### config.mk
export PLATFORM = sky130hd
export DESIGN_NAME = fifo1_rr_arbiter
export DESIGN_NICKNAME = d
export VERILOG_FILES = /design/src/rtl/fifo1_rr_arbiter.sv
export SDC_FILE = /design/constraint.sdc
export NUM_CORES = 1
export LEC_CHECK = 0
export ABC_CLOCK_PERIOD_IN_PS = 3000
export BUFFER_PORTS_ARGS = -buffer_cell sky130_fd_sc_hd__buf_2
export CAP_MARGIN = 15
export CORE_AREA = 2 2 259 261
export DETAILED_ROUTE_END_ITERATION = 16
export DIE_AREA = 0 0 261 263
export PLACE_DENSITY_LB_ADDON = 0.2
export SYNTH_ARGS = -nofsm -noshare
export SYNTH_HDL_FRONTEND = slang
export SYNTH_SLANG_ARGS = --single-unit
export TNS_END_PERCENT = 5
### constraint.sdc
create_clock -name CLK -period 3 [get_ports CLK]
set_input_delay 0.3 -clock CLK [delete_from_list [all_inputs] [get_ports CLK]]
set_output_delay 0.3 -clock CLK [all_outputs]
set_load 0.05 [all_outputs]
### src/rtl/fifo1_rr_arbiter.sv
// Round-robin arbiter sharing one Fifo1 enqueue port among NREQ producers.
// Grant is registered, so every requester RDY is independent of every ENA.
module fifo1_rr_arbiter #(
  parameter int NREQ  = 4,
  parameter int WIDTH = 128,
  parameter int BURST = 4
) (
  input  logic                    CLK,
  input  logic                    nRST,
  input  logic [NREQ-1:0]         in_want,
  input  logic [NREQ-1:0]         in_enq__ENA,
  input  logic [NREQ*WIDTH-1:0]   in_enq_v,
  output logic [NREQ-1:0]         in_enq__RDY,
  output logic                    out_enq__ENA,
  output logic [WIDTH-1:0]        out_enq_v,
  input  logic                    out_enq__RDY,
  output logic [$clog2(NREQ)-1:0] out_src,
  output logic                    out_busy
);

  localparam int SW = $clog2(NREQ);

  typedef enum logic {IDLE, GRANT} state_t;

  state_t          r_state;
  state_t          w_state_nxt;
  logic [SW-1:0]   r_cur;
  logic [SW-1:0]   w_cur_nxt;
  logic [SW-1:0]   w_pick;
  logic [3:0]      r_cnt;
  logic [3:0]      w_cnt_nxt;
  logic            w_gv;
  logic            w_xfer;
  logic            w_rearb;
  logic [WIDTH-1:0] w_slot [NREQ];

  assign w_gv = (r_state == GRANT);

  for (genvar g = 0; g < NREQ; g++) begin : g_slot
    assign w_slot[g] = in_enq_v[g*WIDTH +: WIDTH];
  end

  always_comb begin
    w_pick = r_cur;
    for (int k = NREQ; k >= 1; k--) begin
      if (in_want[r_cur + SW'(k)]) begin
        w_pick = r_cur + SW'(k);
      end
    end
  end

  always_comb begin
    in_enq__RDY = '0;
    for (int i = 0; i < NREQ; i++) begin
      in_enq__RDY[i] = w_gv & nRST & out_enq__RDY
                     & (r_cur == SW'(i));
    end
  end

  assign w_xfer       = |(in_enq__ENA & in_enq__RDY);
  assign out_enq__ENA = w_xfer;
  assign out_enq_v    = w_slot[r_cur];
  assign out_src      = r_cur;
  assign out_busy     = w_gv & nRST;

  assign w_rearb = !in_want[r_cur]
                 | (w_xfer & (r_cnt == 4'(BURST - 1)));

  always_ff @(posedge CLK) begin
    if (!nRST) begin
      r_state <= IDLE;
      r_cur   <= SW'(NREQ - 1);
      r_cnt   <= 4'd0;
    end else begin
      r_state <= w_state_nxt;
      r_cur   <= w_cur_nxt;
      r_cnt   <= w_cnt_nxt;
    end
  end

  always_comb begin
    w_state_nxt = r_state;
    w_cur_nxt   = r_cur;
    w_cnt_nxt   = r_cnt;
    unique case (r_state)
      IDLE: begin
        if (|in_want) begin
          w_state_nxt = GRANT;
          w_cur_nxt   = w_pick;
          w_cnt_nxt   = 4'd0;
        end
      end
      GRANT: begin
        if (w_rearb) begin
          w_cnt_nxt = 4'd0;
          if (|in_want) begin
            w_cur_nxt = w_pick;
          end else begin
            w_state_nxt = IDLE;
          end
        end else if (w_xfer) begin
          w_cnt_nxt = r_cnt + 4'd1;
        end
      end
      default: w_state_nxt = IDLE;
    endcase
  end

endmodule
== After elaboration in Yosys (flattened, before gate mapping) ==
Index checks and enable logic that the tools add are counted.

* Flip-flop bits (word level): 7
* Bits of input ports: 523
* Output and inout bits: 136
* Word-level logic and storage cells: 59

* Add/sub/neg operators: 4
* $lt $le $gt $ge: 5
* Equality and inequality tests: 7
* Muxes and demuxes: 24
* Bitwise logic cells: 11
* Reduce and logical (&&, ||, !) cells: 5

{| class="wikitable"
|+ Operator list
! cell !! number
|-
| binary-select mux 128 bit (select 2 bit) || 1
|-
| 2-to-1 mux 128 bit || 2
|-
| < comparator 2 x 3 -> 1 bit, second input constant || 4
|-
| 2-to-1 mux 4 bit || 3
|-
| 2-to-1 mux 2 bit || 5
|-
| binary-select mux 1 bit (select 2 bit) || 4
|-
| one-hot mux 4 bit (2 select lines) || 1
|-
| OR reduction 4 bit || 2
|-
| AND 1 bit || 7
|-
| 2-to-1 mux 1 bit || 6
|-
| adder 2 bit, second input constant || 2
|-
| adder 4 x 1 -> 4 bit, second input constant || 1
|-
| AND 4 bit || 1
|-
| equality test 2 bit, second input constant || 2
|-
| equality test 4 x 2 -> 1 bit, second input constant || 1
|-
| one-hot mux 2 bit (2 select lines) || 1
|-
| >= comparator 3 bit, second input constant || 1
|-
| inequality test 3 x 1 -> 1 bit, second input constant || 1
|-
| NOT 2 -> 3 bit || 1
|-
| adder 2 x 1 -> 2 bit, second input constant || 1
|-
| equality test 2 x 1 -> 1 bit, second input constant || 1
|-
| logical NOT 2 bit || 1
|-
| inequality test 2 x 1 -> 1 bit, second input constant || 1
|-
| inequality test 2 bit, second input constant || 1
|-
| 5 further kinds || 5
|}

== Logic depth before layout (Yosys ltp) ==
* Depth in word-level cells: 9
* Mapped depth: 10
* Mapped depth without buffers: 7

== Least setup slack after synthesis ==
No wires, ideal clock.

* Kind: flip-flop to flip-flop
* From: register r_cur[0] (netlist: out_src[0])
* To: register r_cnt[1]
* Library setup time: 0.129 ns
* Arrival: 2.670 ns
* Required time: 2.871 ns
* Slack: 0.201 ns
* Stages on the path, launching flop included: 11
* Path buffers: 3
* Path through: dfxtp_1 -> buf_6 -> buf_2 -> buf_2 -> inv_1 -> ha_1 -> a22oi_1 -> a21boi_4 -> o22ai_1 -> mux2i_1 -> nor2_1

* Cells in the longest elaborated chain, start to end: 8
* Elaborated cells between the ends (all ways): 19
* Classes of those cells: eq/ne (4); mux (4); bitwise (7); reduce/logical (4)

{| class="wikitable"
|+ Ends and longest elaborated chain
! element !! RTL line !! RTL
|-
| from (decl) || 27 || <nowiki>logic [SW-1:0] r_cur;</nowiki>
|-
| from (signal assigned) || 72 || <nowiki>r_cur <= SW'(NREQ - 1);</nowiki>
|-
| from (signal assigned) || 76 || <nowiki>r_cur <= w_cur_nxt;</nowiki>
|-
| equality test 2 x 1 -> 1 bit, or another cell as far along || 56 || <nowiki>& (r_cur == SW'(i));</nowiki>
|-
| AND 1 bit || 56 ||
|-
| AND 4 bit * || 60 || <nowiki>assign w_xfer = |(in_enq__ENA & in_enq__RDY);</nowiki>
|-
| OR reduction 4 bit * || 60 ||
|-
| net out_enq__ENA || 14 || <nowiki>output logic out_enq__ENA,</nowiki>
|-
| AND 1 bit || 67 || <nowiki>| (w_xfer & (r_cnt == 4'(BURST - 1)));</nowiki>
|-
| OR 1 bit || 67 ||
|-
| 2-to-1 mux 4 bit / inequality test 3 x 1 -> 1 bit (equally long branches) || -- ||
|-
| one-hot mux 4 bit (2 select lines) / AND reduction 2 bit (equally long branches) || -- ||
|-
| to (signal assigned) || 77 || <nowiki>r_cnt <= w_cnt_nxt;</nowiki>
|-
| to (decl) || 30 || <nowiki>logic [3:0] r_cnt;</nowiki>
|}

Mark *: on every way through the listed nets, which the timed path passes. The rest lies on a longest branch. The select of a mux whose other input is x is not followed.
A chain may end at the register's enable or synchronous reset.

== Final worst setup path ==
* From: register r_cur[0] (netlist: out_src[0])
* To: output port out_enq_v[70]

* Cells in the longest elaborated chain, start to end: 4

{| class="wikitable"
|+ Ends and longest elaborated chain
! element !! RTL line !! RTL
|-
| NOT 2 -> 3 bit (not written as such) || 62 || <nowiki>assign out_enq_v = w_slot[r_cur];</nowiki>
|-
| binary-select mux 128 bit (select 2 bit) || 62 ||
|-
| 2-to-1 mux 128 bit (not written as such) (2 in series) || 62 ||
|-
| to (decl) || 15 || <nowiki>output logic [WIDTH-1:0] out_enq_v,</nowiki>
|}

Every way passes these cells. The select of a mux whose other input is x is not followed.

==> flow_summary.ini <==
[run_status]
run_status = finished, final reports clean

[power_and_ir_drop]
seqPwrFrac_pct = 2.5
p_clk_share_pct = 3.1
power_density_mw_per_mm2 = 890.3
power_mw = 7.308
p_sw_mw = 4.791
ir_worst_vdd_mv = 0.2843
power_leakage_nw = 3.933
p_int_mw = 2.517
swShare_pct = 65.56
pwr-share-comb_pct = 94.4

[cts]
clockBufferDepth = 2
clk_pin_slew_worst_paths_ps = 40
hold_buffers = 0
cts_tree = yes
cts_resized = 0
postCtsSetupBuffers = 0
numClockSinks = 7
clock_latency_ps = 230
cts_root_buf = clkbuf_16
cts_buffers = 3
htreeDepth = 1

[setup_path]
cp.arrival_ps = 2190
crit_path_cell_trace = buf_12 > buf_4 > mux4_2 > buf_2
r2r_start = out_src[0]
cp-startpoint = out_src[0]
critPathRequiredTime_ps = 2700
critPathSlowestCell = mux4_2
crit_family = buffers and inverters
critPathLaunchType = register
critical_path_class = reg2out
reg2reg_depth = 7
crit_path_end_kind = output pin
critical_path_buf_inv_count = 3
crit_path_max_fanout = 27
slowest_delay_ps = 570
critical_path_depth = 4

[synthesis]
yosysSeqAreaShare_pct = 3.790
synthCells = 238
synth_top_flop_cell = dfxtp_1
yosys.area.top_type = mux4_2
yosysWarnings = 0
synthArstFlopShare_pct = 0
synthTopCellsByCount = mux4_2 (128), buf_2 (18), clkbuf_1 (8), nor2_1 (8), dfxtp_1 (7)
synth_most_common_cell = mux4_2
ys_top_cells_by_area = mux4_2 (78%), dfxtp_1 (3.8%), buf_2 (2.4%), ha_1 (1.7%), mux2i_1 (1.6%)
yosysUniqueCellTypes = 41
synth-seq-cells = 7
synth_nets = 766
synth_top_area_share_pct = 77.97
syn_area_sq_mm = 0.003697
synth_edf_count = 0
avgSynthCellArea_sq_um = 15.53

[global_routing]
gr-usage-met2_pct = 16.40
grt_use_met1_pct = 10.57
antenna_found_initial = 14
grt_pass1_vias = 5952
top_usage_layer = met2
grt_pass1_wl_mm = 45.28
track_usage_pct = 9.250
grt_max_degree = 70
grt-ovfl-total = 0
grtUsageMet3_pct = 2.956

[place]
finalWeightedCongestion = 0.8826
hpwl_mm = 32.06
port_buffers = 658
dpl.cell_count = 1745

[sta]
period_minus_slack_ps = 2489
rsz0062_at_grt = false
hold_violations = 0
timing.fmax_ghz = 0.4018
timing.slew.headroom_pct = 65.53
period_share_pct = 82.96
fin_skew_ps = 0.4432
tightest_slew_ps = 517.0
hold_ws_ps = 353.1
drv_slew = 0
finalSetupTns_ps = 0
setup_viol = 0

[layout]
fin_nets = 1414
drive_gt1_share_pct = 92.43
instances_no_fill = 1755
synthToLayoutAreaGrowth_pct = 122.0

[min_path]
hp-start = nRST
worstHoldPathType = in2reg
min_path_cells = 2

[floorplan]
initial_core_util_pct = 5.634
dieWidth_um = 261
die_area_sq_mm = 0.06864
fp.coreArea_sq_mm = 0.06563
ios = 659
rows = 94
die_height_um = 263

[drt]
wl_per_cell_um = 19.87
drc = 0
viasPerCell = 3.212
vias = 5637
wirelength_mm = 34.87
dr.pass1.iters = 4
ant_nets = 0
drt-initial-drc-count = 256

[job]
drv_cap = 0
## state kept, by name (all words and copies together), names as in the netlist
| name | cells |
|---|---|
| r_state | 1 |
| r_cnt | 4 |
| out_src | 2 |
## per-layer routing
| metal | share of wire [%] | routed length [um] | up-vias |
|---|---|---|---|
| met1 | 37 | 12940 | 2762 |
| met4 | 2.7 | 935 | 12 |
| met5 | 0.22 | 76 | - |
| met3 | 11 | 3878 | 38 |
| li1 | - | - | 2424 |
| met2 | 49 | 17030 | 401 |
## metrics by stage
| step | setup slack (ps) | area (sq um) | util [%] |
|---|---|---|---|
| 6_report | 511.1 | 8208 | 12.51 |
| 2_1_floorplan | 200.9 | 3697 | - |
| 4_1_cts | 444.1 | 8193 | 12.48 |
| 5_1_grt | 370.5 | 8200 | 12.50 |
| 3_5_place_dp | 692.0 | 8114 | 12.36 |
| 3_3_place_gp | 691.2 | 8114 | 12.36 |
## cell usage in the layout, fill, tap and decap left out, types with 2 or more instances in the layout
cell type | Yosys | final
clkbuf_16 | 0 | 3
xor2_1 | 2 | 2
inv_1 | 5 | 5
mux4_2 | 128 | 128
ha_1 | 5 | 5
mux2i_1 | 6 | 6
nand3_1 | 3 | 3
buf_2 | 18 | 658
diode_2 | 0 | 6
buf_4 | 0 | 11
a22oi_1 | 2 | 2
a21oi_1 | 3 | 3
and2_2 | 5 | 5
nor2_1 | 8 | 8
dfxtp_1 | 7 | 5
dfxtp_4 | 0 | 2
buf_12 | 0 | 5
o21bai_1 | 2 | 2
nand2_1 | 5 | 5
o21ai_0 | 4 | 4
## power groups by stage
stage	combinational, mW	sequential, mW	clock [mW]
floorplan	4.99	0.165	0
global placement	7.01	0.187	0
detailed placement	7.01	0.187	0
CTS	7.04	0.185	0.237
global route	7.24	0.191	0.240
finish	6.90	0.180	0.229
## layout make-up
cell class / count / area (sq um)
Timing Repair Buffer: 674 / 3476
Fill cell: 7619 / 57420
Multi-Input combinational cell: 195 / 3391
Sequential cell: 7 / 147.6
Antenna cell: 6 / 15.01
Inverter: 5 / 18.77
Clock buffer: 4 / 78.83
Tap cell: 864 / 1081
## worst paths after layout
kind	end	slack, ps
hold reg to reg	r_cnt[3]	490
setup reg to reg	out_src[0]	850
setup / recovery	out_enq_v[70]	510
hold / removal	out_src[0]	350
## kinds of logic after synthesis
logic type | Yosys count | synth area share (%)
mux | 134 | 79.59
buf+inv | 36 | 4.501
simple gates | 32 | 4.975
compound gates | 22 | 4.975
flops | 7 | 3.790
fa+ha+maj | 5 | 1.692
xor+xnor | 2 | 0.4739
(Power assumes the default switching activity.)
